<file path="config.mk">
export PLATFORM = sky130hd
export DESIGN_NAME = raster_engine
export DESIGN_NICKNAME = d
export VERILOG_FILES = /design/src/rtl/raster_engine.sv
export SDC_FILE = /design/constraint.sdc
export NUM_CORES = 1
export LEC_CHECK = 0
export ABC_CLOCK_PERIOD_IN_PS = 4810
export CAP_MARGIN = 20
export CORE_ASPECT_RATIO = 0.75
export CORE_UTILIZATION = 40
export CTS_CLUSTER_DIAMETER = 120
export DETAILED_ROUTE_END_ITERATION = 10
export PLACE_DENSITY = 0.66
export SETUP_SLACK_MARGIN = 0.2
export SLEW_MARGIN = 20
export SYNTH_ARGS = -nofsm -noshare
export SYNTH_HDL_FRONTEND = slang
export SYNTH_SLANG_ARGS = --single-unit
</file>
<file path="constraint.sdc">
create_clock -name clk -period 4.81 [get_ports clk]
set_clock_uncertainty 0.15 [all_clocks]
set_input_delay 0.962 -clock clk [delete_from_list [all_inputs] [get_ports clk]]
set_output_delay 0.962 -clock clk [all_outputs]
set_load 0.05 [all_outputs]
</file>
<file path="src/rtl/raster_engine.sv">
// Raster engine: 8x8 one-bit framebuffer with CLEAR, PIXEL, LINE and RECT commands.
// Commands execute one pixel (or row) per cycle and finish with a one-cycle done pulse.
module raster_engine (
    input  logic       clk,
    input  logic       rst,
    input  logic [1:0] command,
    input  logic [2:0] x1,
    input  logic [2:0] y1,
    input  logic [2:0] x2,
    input  logic [2:0] y2,
    input  logic [2:0] rect_width,
    input  logic [2:0] rect_height,
    input  logic       command_valid,
    input  logic [2:0] fb_row_sel,
    output logic [7:0] fb_row_data,
    output logic       busy,
    output logic       done
);
    typedef enum logic [2:0] {IDLE, CLEAR, PIXEL, LINE, RECT, DONE} state_t;

    state_t            state;
    logic [7:0]        fb [8];
    logic [3:0]        cx, cy;
    logic [2:0]        ex, ey, rx0, row;
    logic [3:0]        rx_end, ry_end;
    logic [2:0]        dx, dy;
    logic              sx, sy, empty;
    logic signed [4:0] err;

    logic [2:0]        adx, ady;
    logic signed [5:0] e2, ndy, pdx;
    logic              step_x, step_y;
    logic signed [4:0] err_nx;

    assign fb_row_data = fb[fb_row_sel];
    assign busy        = (state != IDLE);
    assign done        = (state == DONE);

    always_comb begin
        adx    = (x2 >= x1) ? x2 - x1 : x1 - x2;
        ady    = (y2 >= y1) ? y2 - y1 : y1 - y2;
        e2     = {err, 1'b0};
        ndy    = -$signed({3'b000, dy});
        pdx    = $signed({3'b000, dx});
        step_x = (e2 >= ndy);
        step_y = (e2 <= pdx);
        err_nx = err
               - (step_x ? $signed({2'b00, dy}) : 5'sd0)
               + (step_y ? $signed({2'b00, dx}) : 5'sd0);
    end

    always_ff @(posedge clk or posedge rst) begin
        if (rst) begin
            state  <= IDLE;
            for (int i = 0; i < 8; i++) fb[i] <= 8'h00;
            cx     <= 4'd0;
            cy     <= 4'd0;
            ex     <= 3'd0;
            ey     <= 3'd0;
            rx0    <= 3'd0;
            row    <= 3'd0;
            rx_end <= 4'd0;
            ry_end <= 4'd0;
            dx     <= 3'd0;
            dy     <= 3'd0;
            sx     <= 1'b0;
            sy     <= 1'b0;
            empty  <= 1'b0;
            err    <= 5'sd0;
        end else begin
            unique case (state)
                IDLE: begin
                    if (command_valid) begin
                        cx     <= {1'b0, x1};
                        cy     <= {1'b0, y1};
                        ex     <= x2;
                        ey     <= y2;
                        rx0    <= x1;
                        row    <= 3'd0;
                        rx_end <= {1'b0, x1} + {1'b0, rect_width} - 4'd1;
                        ry_end <= {1'b0, y1} + {1'b0, rect_height} - 4'd1;
                        dx     <= adx;
                        dy     <= ady;
                        sx     <= (x2 >= x1);
                        sy     <= (y2 >= y1);
                        empty  <= (rect_width == 3'd0) || (rect_height == 3'd0);
                        err    <= $signed({2'b00, adx}) - $signed({2'b00, ady});
                        unique case (command)
                            2'b00:   state <= CLEAR;
                            2'b01:   state <= PIXEL;
                            2'b10:   state <= LINE;
                            default: state <= RECT;
                        endcase
                    end
                end
                CLEAR: begin
                    fb[row] <= 8'h00;
                    row     <= row + 3'd1;
                    if (row == 3'd7) state <= DONE;
                end
                PIXEL: begin
                    fb[cy[2:0]][cx[2:0]] <= 1'b1;
                    state <= DONE;
                end
                LINE: begin
                    fb[cy[2:0]][cx[2:0]] <= 1'b1;
                    if (cx[2:0] == ex && cy[2:0] == ey) begin
                        state <= DONE;
                    end else begin
                        err <= err_nx;
                        if (step_x) cx <= sx ? cx + 4'd1 : cx - 4'd1;
                        if (step_y) cy <= sy ? cy + 4'd1 : cy - 4'd1;
                    end
                end
                RECT: begin
                    if (empty) begin
                        state <= DONE;
                    end else begin
                        // Off-screen positions still take their cycle
                        if (!cx[3] && !cy[3]) fb[cy[2:0]][cx[2:0]] <= 1'b1;
                        if (cx == rx_end) begin
                            if (cy == ry_end) begin
                                state <= DONE;
                            end else begin
                                cx <= {1'b0, rx0};
                                cy <= cy + 4'd1;
                            end
                        end else begin
                            cx <= cx + 4'd1;
                        end
                    end
                end
                DONE:    state <= IDLE;
                default: state <= IDLE;
            endcase
        end
    end
endmodule

</file>
==> metrics.txt, run 1 <==
# TYPE chip_impl_metric gauge
chip_impl_info{name="min-delay-path-class",value="reg2reg"} 1
chip_impl_metric{name="edff_count_synth",unit=""} 0
chip_impl_metric{name="fin_tns_setup",unit="ns"} 0
chip_impl_info{name="cp-end-kind",value="flop"} 1
chip_impl_metric{name="grt.total_usage",unit="%"} 21.7
chip_impl_metric{name="post_synth_num_cell_types",unit=""} 57
chip_impl_metric{name="boundaryPins",unit=""} 36
chip_impl_metric{name="timing.slew.headroom",unit="%"} 33.4
chip_impl_metric{name="dpl.hpwl",unit="mm"} 12.5
chip_impl_metric{name="synthesis.instances",unit=""} 646
chip_impl_metric{name="drt_pre_antenna_iters",unit=""} 5
chip_impl_metric{name="report.final.hold_viol_count",unit=""} 0
chip_impl_metric{name="num-nets-final",unit=""} 747
chip_impl_metric{name="met3_usage",unit="%"} 4.52
chip_impl_info{name="synth.most_common_cell",value="dfrtp_1"} 1
chip_impl_metric{name="timing.fmax",unit="MHz"} 232
chip_impl_metric{name="gr-usage-met1",unit="%"} 31.8
chip_impl_metric{name="floorplan.rows",unit=""} 40
chip_impl_metric{name="avgRoutedWirePerCell",unit="um"} 19.3
chip_impl_info{name="tritoncts",value="yes"} 1
chip_impl_metric{name="synth_largest_type_area_fraction",unit="%"} 41.7
chip_impl_info{name="critical_path_class",value="reg2reg"} 1
chip_impl_metric{name="final_antenna_net_count",unit=""} 0
chip_impl_metric{name="die_height",unit="um"} 113
chip_impl_metric{name="totalWireLength",unit="mm"} 17.0
chip_impl_info{name="synthTopCellsByCount",value="dfrtp_1, nand2_1, o21ai_0"} 1
chip_impl_metric{name="max_ir_drop_vdd",unit="mV"} 0.268
chip_impl_metric{name="syn2layout_area_growth",unit="%"} 12.4
chip_impl_metric{name="num_vias",unit=""} 5101
chip_impl_info{name="top_usage_layer",value="met2"} 1
chip_impl_metric{name="final_min_period_over_clock_period",unit="%"} 89.5
chip_impl_metric{name="grt_pass1_vias",unit=""} 5142
chip_impl_metric{name="post_cts_hold_buffer_count",unit=""} 0
chip_impl_metric{name="cts_max_level",unit=""} 3
chip_impl_info{name="cell_types_occupying_the_most_area_after_synthesis",value="dfrtp_1, ha_1, mux4_2"} 1
chip_impl_metric{name="cts.path.max_buffers",unit=""} 2
chip_impl_metric{name="asyncSetResetFlopFracSynth",unit="%"} 100
chip_impl_metric{name="multi_input_area",unit="sq um"} 3480
chip_impl_metric{name="worst_max_slew_pin_slew",unit="ns"} 0.996
chip_impl_info{name="grt_setup_unrepaired",value="no"} 1
chip_impl_metric{name="drt-vias-per-instance",unit=""} 5.77
chip_impl_metric{name="drive_gt1_share",unit="%"} 10.4
chip_impl_metric{name="place.detailed.instances",unit=""} 868
chip_impl_metric{name="overflow",unit=""} 0
chip_impl_info{name="cts_root_buffer_type",value="clkbuf_16"} 1
chip_impl_metric{name="tritoncts.num_buffers",unit=""} 9
chip_impl_metric{name="postSynthRegisterBits",unit=""} 109
chip_impl_metric{name="drcViolationCount",unit=""} 0
chip_impl_metric{name="floorplan.die_area",unit="sq um"} 16900
chip_impl_metric{name="netlist_area",unit="sq um"} 6550
chip_impl_metric{name="critical_path_required",unit="ns"} 4.88
chip_impl_metric{name="start_util",unit="%"} 40.9
chip_impl_metric{name="power_density",unit="nW/um^2"} 638
chip_impl_metric{name="dieWidth",unit="um"} 150
chip_impl_metric{name="slew_viol_final",unit=""} 0
chip_impl_info{name="yosys_most_used_dff",value="dfrtp_1"} 1
chip_impl_metric{name="seqCellArea",unit="sq um"} 2730
chip_impl_metric{name="finalNonFillerCells",unit=""} 884
chip_impl_metric{name="gr_layer_usage_met2",unit="%"} 32.8
chip_impl_metric{name="power.leakage",unit="nW"} 3.40
chip_impl_metric{name="max_cap_violations",unit=""} 0
chip_impl_metric{name="skew_pair_late_insertion_delay",unit="ns"} 0.35
chip_impl_metric{name="grt_antenna_before_repair",unit=""} 0
chip_impl_metric{name="yosysWarnings",unit=""} 0
chip_impl_metric{name="critPathMaxFanout",unit=""} 6
chip_impl_metric{name="core_region_area",unit="sq um"} 16000
chip_impl_metric{name="synth.net_count",unit=""} 724
chip_impl_metric{name="numPortBuffers",unit=""} 35
chip_impl_metric{name="worst-endpoint-arrival",unit="ns"} 4.37
chip_impl_info{name="outcome",value="complete, no violations"} 1
chip_impl_metric{name="syn_avg_cell_area",unit="sq um"} 10.1
chip_impl_metric{name="insertedDiodeCount",unit=""} 0
chip_impl_metric{name="period_needed",unit="ns"} 4.30
chip_impl_metric{name="post-cts-setup-buffers",unit=""} 0
chip_impl_metric{name="clock-sinks",unit=""} 109
chip_impl_metric{name="cts.reportedPaths.clkPinSlew",unit="ns"} 0.08
chip_impl_info{name="worstSetupStartpointType",value="flop"} 1
chip_impl_metric{name="grt_first_pass_wirelength",unit="mm"} 28.0
chip_impl_info{name="synth_largest_area_cell",value="dfrtp_1"} 1
chip_impl_metric{name="drt_first_iter_violations",unit=""} 490
chip_impl_metric{name="final.fill_count",unit=""} 1511
chip_impl_metric{name="largest_net_degree_at_the_start_of_global_routing",unit=""} 64
chip_impl_metric{name="sequential_element_share_of_the_synthesized_area",unit="%"} 41.7
chip_impl_metric{name="setup_viol",unit=""} 0
chip_impl_metric{name="finalWeightedCongestion",unit=""} 0.862
[metrics by stage]
step                utilization [%]  power [mW]  hold slack (ns)  setup slack (ns)  area, sq um
floorplan                         -        3.26            0.292             0.824         6550
global placement               44.0        3.77            0.309             0.588         7050
detailed placement             44.0        3.88            0.320             0.412         7050
CTS                            45.9        4.68            0.340             0.357         7360
global route                   46.0        5.04            0.359             0.242         7360
finish                         46.0        4.70            0.339             0.506         7360
[layer usage]
layer  vias to the layer above  wire length, um
met3                        13             1130
met1                      2555             8030
li1                       2337                -
met2                       196             7720
met4                         0              166
met5                         -                0
[timing repair]
action	4_1_cts	5_1_grt
endpoints found under the hold margin	0	0
gates resized for setup	0	2
setup endpoints to repair	0	2
[state kept, by name (all words and copies together), names as in the netlist, 4 cells and up]
name and cells:
rx_end 4, cx 4, fb 64, ry_end 4
cy 4, err 5
[where the power goes]
part	leakage, nW	total (mW)	internal (mW)	switching [mW]
logic	1.81	2.33	0.950	1.38
clock network	0.153	0.781	0.414	0.368
registers	1.44	1.59	1.23	0.355
[logic make-up after synthesis]
kind of cell	synth area share, %
xor+xnor	3.61
buf+inv	5.16
simple gates	13.0
flops	41.7
mux	8.48
compound gates	17.0
fa+ha+maj	11.1
[worst max-delay path, stage by stage, from the launching register on]
cell	delay [ns]
dfrtp_1	0.46
inv_1	0.07
ha_1	0.19
ha_1	0.28
inv_1	0.04
ha_1	0.16
a21o_1	0.15
a2111oi_1	0.50
o21ai_1	0.28
and2_1	0.25
fa_1	0.55
inv_1	0.06
ha_1	0.28
a21o_1	0.18
a21oi_1	0.18
xor2_1	0.16
nor2_1	0.05
a2bb2oi_1	0.16
[worst paths after layout]
check                      slack, ns            endpoint  cells past startpoint                from
setup / recovery                0.51  err[3]$_DFFE_PP0P_                     17   dy[1]$_DFFE_PP0P_
setup reg to reg                0.51  err[3]$_DFFE_PP0P_                     17   dy[1]$_DFFE_PP0P_
hold reg to reg                 0.34  fb[19]$_DFFE_PP0P_                      2  fb[19]$_DFFE_PP0P_
min in group asynchronous       0.98  row[2]$_DFFE_PP0P_                      2                 rst
hold / removal                  0.34  fb[19]$_DFFE_PP0P_                      2  fb[19]$_DFFE_PP0P_
max in group asynchronous       2.70   ex[2]$_DFFE_PP0P_                      3                 rst
[layout make-up]
class,instances,share of cell area (%)
timing repair buffer,40,5.00
clock inverter,7,1.14
inverter,55,2.84
multi-input combinational,454,47.3
clock buffer,9,3.06
tap,210,3.57
sequential,109,37.1
[cell usage in the layout (no fill, tap or decap), types with 9 or more instances in the layout]
cell type	Yosys	final
nand2_1	88	88
o21ai_0	61	60
a21oi_1	24	24
buf_4	1	13
mux4_2	16	16
xor2_1	10	10
clkdlybuf4s50_1	0	27
a32o_1	11	11
clkbuf_16	0	9
ha_1	42	42
dfrtp_1	109	109
fa_1	10	10
nor3_1	12	12
mux2_2	12	12
a22o_1	29	29
nand3_1	10	10
inv_1	55	54
xnor2_1	17	17
nor2_1	28	28
(Power assumes the default switching activity.)
==> run 2, diff against run 1 <==
GPL_TIMING_DRIVEN = 1   (was default)
RECOVER_POWER = 50   (was default)
==> run 2 against run 1 <==
Effect of this change:
- the flow now finishes with violations (capacitance limit, slew limit)
- routed wire length is 0.32% higher
- clock power barely moved
- global-route usage stayed put
- first-iteration DRC count up 1.0%
- worst setup slack barely moved
- critical path depth unchanged
- register-to-register slack barely moved
- critical path type unchanged
- critical endpoint unchanged
- largest power group unchanged
- highest routed layer unchanged
==> metrics.txt, run 2 (same netlist as run 1, synthesis figures left out) <==
# TYPE chip_impl_metric gauge
chip_impl_info{name="outcome",value="finished, violations left"} 1
chip_impl_info{name="violations_in_the_final_reports",value="capacitance limit, slew limit"} 1
chip_impl_metric{name="place.detailed.instances",unit=""} 868
chip_impl_metric{name="timing.slew.headroom",unit="%"} -91.5
chip_impl_metric{name="hold_path_depth",unit=""} 2
chip_impl_metric{name="post-layout-total-power",unit="mW"} 4.70
chip_impl_info{name="cp-end-kind",value="flop"} 1
chip_impl_metric{name="area_after_detailed_placement",unit="sq um"} 7050
chip_impl_metric{name="worst_hold_slack",unit="ns"} 0.337
chip_impl_metric{name="insertedDiodeCount",unit=""} 0
chip_impl_metric{name="post_cts_hold_buffer_count",unit=""} 0
chip_impl_metric{name="worst_max_slew_pin_slew",unit="ns"} 2.86
chip_impl_metric{name="cts_max_level",unit=""} 3
chip_impl_metric{name="avgRoutedWirePerCell",unit="um"} 19.3
chip_impl_metric{name="drt_pre_antenna_iters",unit=""} 5
chip_impl_metric{name="final_min_period_over_clock_period",unit="%"} 89.5
chip_impl_metric{name="overflow",unit=""} 0
chip_impl_metric{name="num-nets-final",unit=""} 747
chip_impl_info{name="tritoncts",value="yes"} 1
chip_impl_info{name="rr_endpoint",value="err[3]$_DFFE_PP0P_"} 1
chip_impl_metric{name="finalWeightedCongestion",unit=""} 0.862
chip_impl_metric{name="grt.total_usage",unit="%"} 21.7
chip_impl_metric{name="power_density",unit="nW/um^2"} 639
chip_impl_info{name="min-delay-path-class",value="reg2reg"} 1
chip_impl_metric{name="setup_viol",unit=""} 0
chip_impl_metric{name="dieWidth",unit="um"} 150
chip_impl_metric{name="seqCellArea",unit="sq um"} 2730
chip_impl_info{name="crit_slowest_cell",value="fa_1"} 1
chip_impl_metric{name="clock-sinks",unit=""} 109
chip_impl_metric{name="grt_pass1_vias",unit=""} 5142
chip_impl_metric{name="grt_first_pass_wirelength",unit="mm"} 28.0
chip_impl_info{name="crit_path_frequent_cell",value="ha_1"} 1
chip_impl_metric{name="layout.core_utilization",unit="%"} 45.9
chip_impl_metric{name="cts.reportedPaths.clkPinSlew",unit="ns"} 0.08
chip_impl_metric{name="drcViolationCount",unit=""} 0
chip_impl_metric{name="skew_pair_late_insertion_delay",unit="ns"} 0.35
chip_impl_metric{name="floorplan.rows",unit=""} 40
chip_impl_metric{name="drt-vias-per-instance",unit=""} 5.77
chip_impl_metric{name="timing.fmax",unit="MHz"} 232
chip_impl_metric{name="start_util",unit="%"} 40.9
chip_impl_metric{name="max_ir_drop_vdd",unit="mV"} 0.275
chip_impl_metric{name="final_antenna_net_count",unit=""} 0
chip_impl_metric{name="period_needed",unit="ns"} 4.30
chip_impl_metric{name="slew_viol_final",unit=""} 64
chip_impl_info{name="min_delay_worst_endpoint",value="fb[19]$_DFFE_PP0P_"} 1
chip_impl_metric{name="final.fill_count",unit=""} 1513
chip_impl_metric{name="power.leakage",unit="nW"} 3.40
chip_impl_info{name="layout.cells.most_common",value="dfrtp_1"} 1
chip_impl_metric{name="numPortBuffers",unit=""} 35
chip_impl_metric{name="num_vias",unit=""} 5101
chip_impl_info{name="regMostFlops",value="fb"} 1
chip_impl_metric{name="totalWireLength",unit="mm"} 17.1
chip_impl_metric{name="critPathMaxFanout",unit=""} 6
chip_impl_metric{name="critical_path_required",unit="ns"} 4.88
chip_impl_info{name="final_cell_mix",value="dfrtp_1, nand2_1, o21ai_0"} 1
chip_impl_info{name="layout_top_registers",value="fb x64, err x5"} 1
chip_impl_metric{name="dpl.hpwl",unit="mm"} 12.5
chip_impl_metric{name="core_region_area",unit="sq um"} 16000
chip_impl_metric{name="tritoncts.num_buffers",unit=""} 9
chip_impl_metric{name="max_cap_violations",unit=""} 1
chip_impl_metric{name="boundaryPins",unit=""} 36
chip_impl_info{name="r2r_start",value="dy[1]$_DFFE_PP0P_"} 1
chip_impl_metric{name="syn2layout_area_growth",unit="%"} 12.2
chip_impl_metric{name="place_worst_setup_slack",unit="ns"} 0.412
chip_impl_metric{name="drt_first_iter_violations",unit=""} 495
chip_impl_metric{name="floorplan.die_area",unit="sq um"} 16900
chip_impl_metric{name="report.final.hold_viol_count",unit=""} 0
chip_impl_info{name="critical_path_class",value="reg2reg"} 1
chip_impl_metric{name="finalNonFillerCells",unit=""} 884
chip_impl_metric{name="cpPeakStageDelay",unit="ns"} 0.55
chip_impl_info{name="grt_setup_unrepaired",value="no"} 1
chip_impl_metric{name="largest_net_degree_at_the_start_of_global_routing",unit=""} 64
chip_impl_metric{name="cts.path.max_buffers",unit=""} 2
chip_impl_info{name="hp-start",value="fb[19]$_DFFE_PP0P_"} 1
chip_impl_metric{name="grt_antenna_before_repair",unit=""} 0
chip_impl_metric{name="fin_tns_setup",unit="ns"} 0
chip_impl_metric{name="worst-endpoint-arrival",unit="ns"} 4.37
chip_impl_metric{name="design_area",unit="sq um"} 7350
chip_impl_metric{name="multi_input_area",unit="sq um"} 3480
chip_impl_info{name="cell_by_cell_trace_of_the_critical_path",value="inv_1, ha_1, ha_1, inv_1, ha_1, a21o_1, a2111oi_1, o21ai_1, and2_1, fa_1, inv_1, ha_1, a21o_1, a21oi_1, xor2_1, nor2_1, a2bb2oi_1"} 1
chip_impl_metric{name="final.setup.worst_slack",unit="ns"} 0.506
chip_impl_metric{name="largest_reg_flops",unit=""} 64
chip_impl_metric{name="die_height",unit="um"} 113
chip_impl_metric{name="setup.reg_to_reg.worst_slack",unit="ns"} 0.51
chip_impl_info{name="cts_root_buffer_type",value="clkbuf_16"} 1
chip_impl_metric{name="register_to_register_path_depth",unit=""} 17
chip_impl_metric{name="drive_gt1_share",unit="%"} 10.2
chip_impl_info{name="worstSetupStartpointType",value="flop"} 1
[run 2: report_power, final]
| part | switching [mW] | total [mW] | internal (mW) |
|---|---|---|---|
| Sequential | 0.357 | 1.59 | 1.24 |
| Clock | 0.367 | 0.781 | 0.414 |
| Combinational | 1.38 | 2.32 | 0.946 |
[run 2: worst max path at each step]
stage / start / endpoint / slack (ns) / cells after the start
2_1_floorplan: rst / cx[0]$_DFFE_PP0P_ / 0.82 / 1
3_5_place_dp: dy[1]$_DFFE_PP0P_ / err[3]$_DFFE_PP0P_ / 0.41 / 17
3_3_place_gp: dy[1]$_DFFE_PP0P_ / err[3]$_DFFE_PP0P_ / 0.59 / 17
4_1_cts: dy[1]$_DFFE_PP0P_ / err[3]$_DFFE_PP0P_ / 0.36 / 17
5_1_grt: dy[1]$_DFFE_PP0P_ / err[3]$_DFFE_PP0P_ / 0.24 / 17
6_report: dy[1]$_DFFE_PP0P_ / err[3]$_DFFE_PP0P_ / 0.51 / 17
[run 2: repair_timing]
action / in CTS / in global routing
endpoints found under the setup margin: 0 / 2
gates resized for setup: 0 / 2
endpoints found under the hold margin: 0 / 0
buffers inserted: 0 / 0
[run 2: routing by layer]
layer	track usage, %	wire length, um
met5	0	0
met3	4.52	1250
met4	5.52	165
met2	32.8	7760
met1	31.8	7930
[run 2: layout make-up]
class,instances,area share [%]
well taps,210,3.58
inverters,55,2.83
flip-flops and latches,109,37.1
multi-input cells,454,47.4
repair buffers,40,4.89
clock buffers,9,3.06
clock inverters,7,1.14
[run 2: worst max-delay path, delay by kind of cell (launching register included)]
family | cells | cell delay (ns)
buffers and inverters | 3 | 0.17
adder cells (fa/ha/maj) | 5 | 1.46
AO/OA/AOI/OAI | 6 | 1.45
flip-flops | 1 | 0.46
XOR/XNOR | 1 | 0.16
AND/OR/NAND/NOR | 2 | 0.30
==> run 3, diff against run 2 <==
==> constraint.sdc (replaced) <==
create_clock -name clk -period 4.81 [get_ports clk]
set_clock_uncertainty 0.15 [all_clocks]
set_input_delay 0.7215 -clock clk [delete_from_list [all_inputs] [get_ports clk]]
set_output_delay 0.7215 -clock clk [all_outputs]
set_load 0.05 [all_outputs]
==> run 3 against run 2 <==
Effect of this change:
- via count down 0.92%
- total power down 0.45%
- critical path type unchanged
- fmax up 3.3%
- worst setup slack better by 0.14 ns
- sequential share of layout area about the same
- combinational power about the same
- cell count unchanged
- first-iteration DRC count down 4.4%
- the flow still finishes with violations (capacitance limit, slew limit)
- count of clock-buffer cells in the layout up 1
- largest cell class unchanged
- non-clock buffer count unchanged
==> metrics.txt, run 3 (same netlist as run 1, synthesis figures left out) <==
# TYPE chip_impl_metric gauge
chip_impl_info{name="regMostFlops",value="fb"} 1
chip_impl_metric{name="period_needed",unit="ns"} 4.16
chip_impl_info{name="grt_setup_unrepaired",value="no"} 1
chip_impl_info{name="layout_top_registers",value="fb x64, err x5"} 1
chip_impl_metric{name="clock-sinks",unit=""} 109
chip_impl_metric{name="avgRoutedWirePerCell",unit="um"} 18.9
chip_impl_metric{name="num-nets-final",unit=""} 747
chip_impl_metric{name="grt_antenna_before_repair",unit=""} 0
chip_impl_metric{name="boundaryPins",unit=""} 36
chip_impl_metric{name="drcViolationCount",unit=""} 0
chip_impl_metric{name="critPathMaxFanout",unit=""} 4
chip_impl_info{name="cts_root_buffer_type",value="clkbuf_16"} 1
chip_impl_metric{name="report.final.hold_viol_count",unit=""} 0
chip_impl_metric{name="share_comb_of_total_power",unit="%"} 50.2
chip_impl_metric{name="power_density",unit="nW/um^2"} 636
chip_impl_metric{name="worst_max_slew_pin_slew",unit="ns"} 2.03
chip_impl_metric{name="drt_first_iter_violations",unit=""} 473
chip_impl_metric{name="largest_net_degree_at_the_start_of_global_routing",unit=""} 46
chip_impl_metric{name="cts.path.max_buffers",unit=""} 2
chip_impl_info{name="rr_endpoint",value="err[3]$_DFFE_PP0P_"} 1
chip_impl_metric{name="power.switching_fraction",unit="%"} 45.0
chip_impl_metric{name="post-layout-total-power",unit="mW"} 4.67
chip_impl_metric{name="num_vias",unit=""} 5054
chip_impl_metric{name="die_height",unit="um"} 113
chip_impl_info{name="cp-end-kind",value="flop"} 1
chip_impl_metric{name="tritoncts.num_buffers",unit=""} 9
chip_impl_metric{name="final_antenna_net_count",unit=""} 0
chip_impl_metric{name="numPortBuffers",unit=""} 35
chip_impl_metric{name="max_ir_drop_vdd",unit="mV"} 0.273
chip_impl_metric{name="layout.core_utilization",unit="%"} 45.9
chip_impl_metric{name="cell_internal_pwr",unit="mW"} 2.57
chip_impl_metric{name="grt_first_pass_wirelength",unit="mm"} 27.7
chip_impl_info{name="r2r_start",value="dy[0]$_DFFE_PP0P_"} 1
chip_impl_metric{name="largest_reg_flops",unit=""} 64
chip_impl_metric{name="power.leakage",unit="nW"} 3.36
chip_impl_metric{name="grt_pass1_vias",unit=""} 5260
chip_impl_metric{name="skew_pair_late_insertion_delay",unit="ns"} 0.36
chip_impl_metric{name="share_clk_of_total_power",unit="%"} 15.8
chip_impl_info{name="layout.cells.most_common",value="dfrtp_1"} 1
chip_impl_metric{name="finalWeightedCongestion",unit=""} 0.885
chip_impl_metric{name="drive_gt1_share",unit="%"} 8.75
chip_impl_metric{name="critical_path_required",unit="ns"} 4.88
chip_impl_metric{name="drt_pre_antenna_iters",unit=""} 5
chip_impl_metric{name="drt-vias-per-instance",unit=""} 5.72
chip_impl_info{name="tritoncts",value="yes"} 1
chip_impl_info{name="min-delay-path-class",value="reg2reg"} 1
chip_impl_metric{name="worst-endpoint-arrival",unit="ns"} 4.23
chip_impl_info{name="violations_in_the_final_reports",value="capacitance limit, slew limit"} 1
chip_impl_metric{name="switching_power",unit="mW"} 2.10
chip_impl_metric{name="start_util",unit="%"} 40.9
chip_impl_metric{name="setup_viol",unit=""} 0
chip_impl_metric{name="cts_max_level",unit=""} 3
chip_impl_metric{name="floorplan.die_area",unit="sq um"} 16900
chip_impl_info{name="startpoint",value="dy[0]$_DFFE_PP0P_"} 1
chip_impl_metric{name="dpl.hpwl",unit="mm"} 12.5
chip_impl_metric{name="final_min_period_over_clock_period",unit="%"} 86.6
chip_impl_info{name="outcome",value="finished, violations left"} 1
chip_impl_metric{name="setup.reg_to_reg.worst_slack",unit="ns"} 0.65
chip_impl_metric{name="slew_viol_final",unit=""} 114
chip_impl_info{name="timing.critical_path.to",value="err[3]$_DFFE_PP0P_"} 1
chip_impl_metric{name="register_to_register_path_depth",unit=""} 17
chip_impl_metric{name="totalWireLength",unit="mm"} 16.7
chip_impl_metric{name="cts.reportedPaths.clkPinSlew",unit="ns"} 0.08
chip_impl_metric{name="fin_tns_setup",unit="ns"} 0
chip_impl_metric{name="timing.slew.headroom",unit="%"} -36.1
chip_impl_metric{name="timing.fmax",unit="MHz"} 240
chip_impl_metric{name="max_cap_violations",unit=""} 3
chip_impl_metric{name="sequential_share_of_power",unit="%"} 34.0
chip_impl_metric{name="core_region_area",unit="sq um"} 16000
chip_impl_info{name="worstSetupStartpointType",value="flop"} 1
chip_impl_info{name="critical_path_class",value="reg2reg"} 1
chip_impl_metric{name="dieWidth",unit="um"} 150
chip_impl_metric{name="insertedDiodeCount",unit=""} 0
chip_impl_metric{name="syn2layout_area_growth",unit="%"} 12.3
chip_impl_metric{name="overflow",unit=""} 0
chip_impl_metric{name="floorplan.rows",unit=""} 40
chip_impl_info{name="final_cell_mix",value="dfrtp_1, nand2_1, o21ai_0"} 1
chip_impl_metric{name="grt.total_usage",unit="%"} 21.1
run 3: worst max-delay path, stage by stage (launching register included):
cell	delay, ns
dfrtp_1	0.39
inv_1	0.07
ha_1	0.20
ha_1	0.28
inv_1	0.04
ha_1	0.17
a21o_1	0.16
a2111oi_2	0.40
o21ai_1	0.22
and2_1	0.22
fa_1	0.56
inv_1	0.06
ha_1	0.29
a21o_1	0.18
a21oi_1	0.19
xor2_1	0.20
nor2_1	0.06
a2bb2oi_1	0.16
run 3: power by group through the flow:
stage	sequential (mW)	clock (mW)	combinational (mW)
CTS	1.58	0.759	2.32
global placement	1.58	0	2.19
detailed placement	1.60	0	2.31
floorplan	1.41	0	1.86
global route	1.63	0.786	2.63
finish	1.59	0.740	2.35
run 3: what timing repair did:
item / in CTS / in global routing
endpoints found under the setup margin: 0 / 2
gates resized for setup: 0 / 3
hold buffers: 0 / 0
buffers inserted: 0 / 0
run 3: worst min path at each step:
stage	slack (ns)	from	endpoint	cells past startpoint
after global placement	0.31	fb[25]$_DFFE_PP0P_	fb[25]$_DFFE_PP0P_	2
final	0.34	fb[11]$_DFFE_PP0P_	fb[11]$_DFFE_PP0P_	2
after detailed placement	0.32	fb[11]$_DFFE_PP0P_	fb[11]$_DFFE_PP0P_	2
after floorplan	0.29	rx0[0]$_DFFE_PP0P_	rx0[0]$_DFFE_PP0P_	2
after global routing	0.37	fb[32]$_DFFE_PP0P_	fb[32]$_DFFE_PP0P_	1
after CTS	0.34	fb[1]$_DFFE_PP0P_	fb[1]$_DFFE_PP0P_	2
run 3: routing by layer:
metal	vias to the layer above	routed length [um]	track usage (%)
met5	-	0	0
met4	0	214	5.86
met3	21	964	3.59
met2	159	7570	32.5
met1	2552	7980	30.6
li1	2322	-	-
run 3: cell type report:
cell class                 count  area [sq um]
clock buffer                  10           229
clock inverter                 6          63.8
fill                        1506          8660
inverter                      55           208
multi-input combinational    454          3480
sequential                   109          2730
tap                          210           263
timing repair buffer          40           380
run 3: through the flow:
step                      area [sq um]  cells  hold WS [ns]  worst slack [ns]
final                             7360    884         0.339             0.645
after global routing              7360    884         0.368             0.199
after CTS                         7360    884         0.339             0.372
after detailed placement          7070    868         0.321             0.403
after global placement            7070    868         0.308             0.604
after floorplan                   6550    646         0.292             0.878
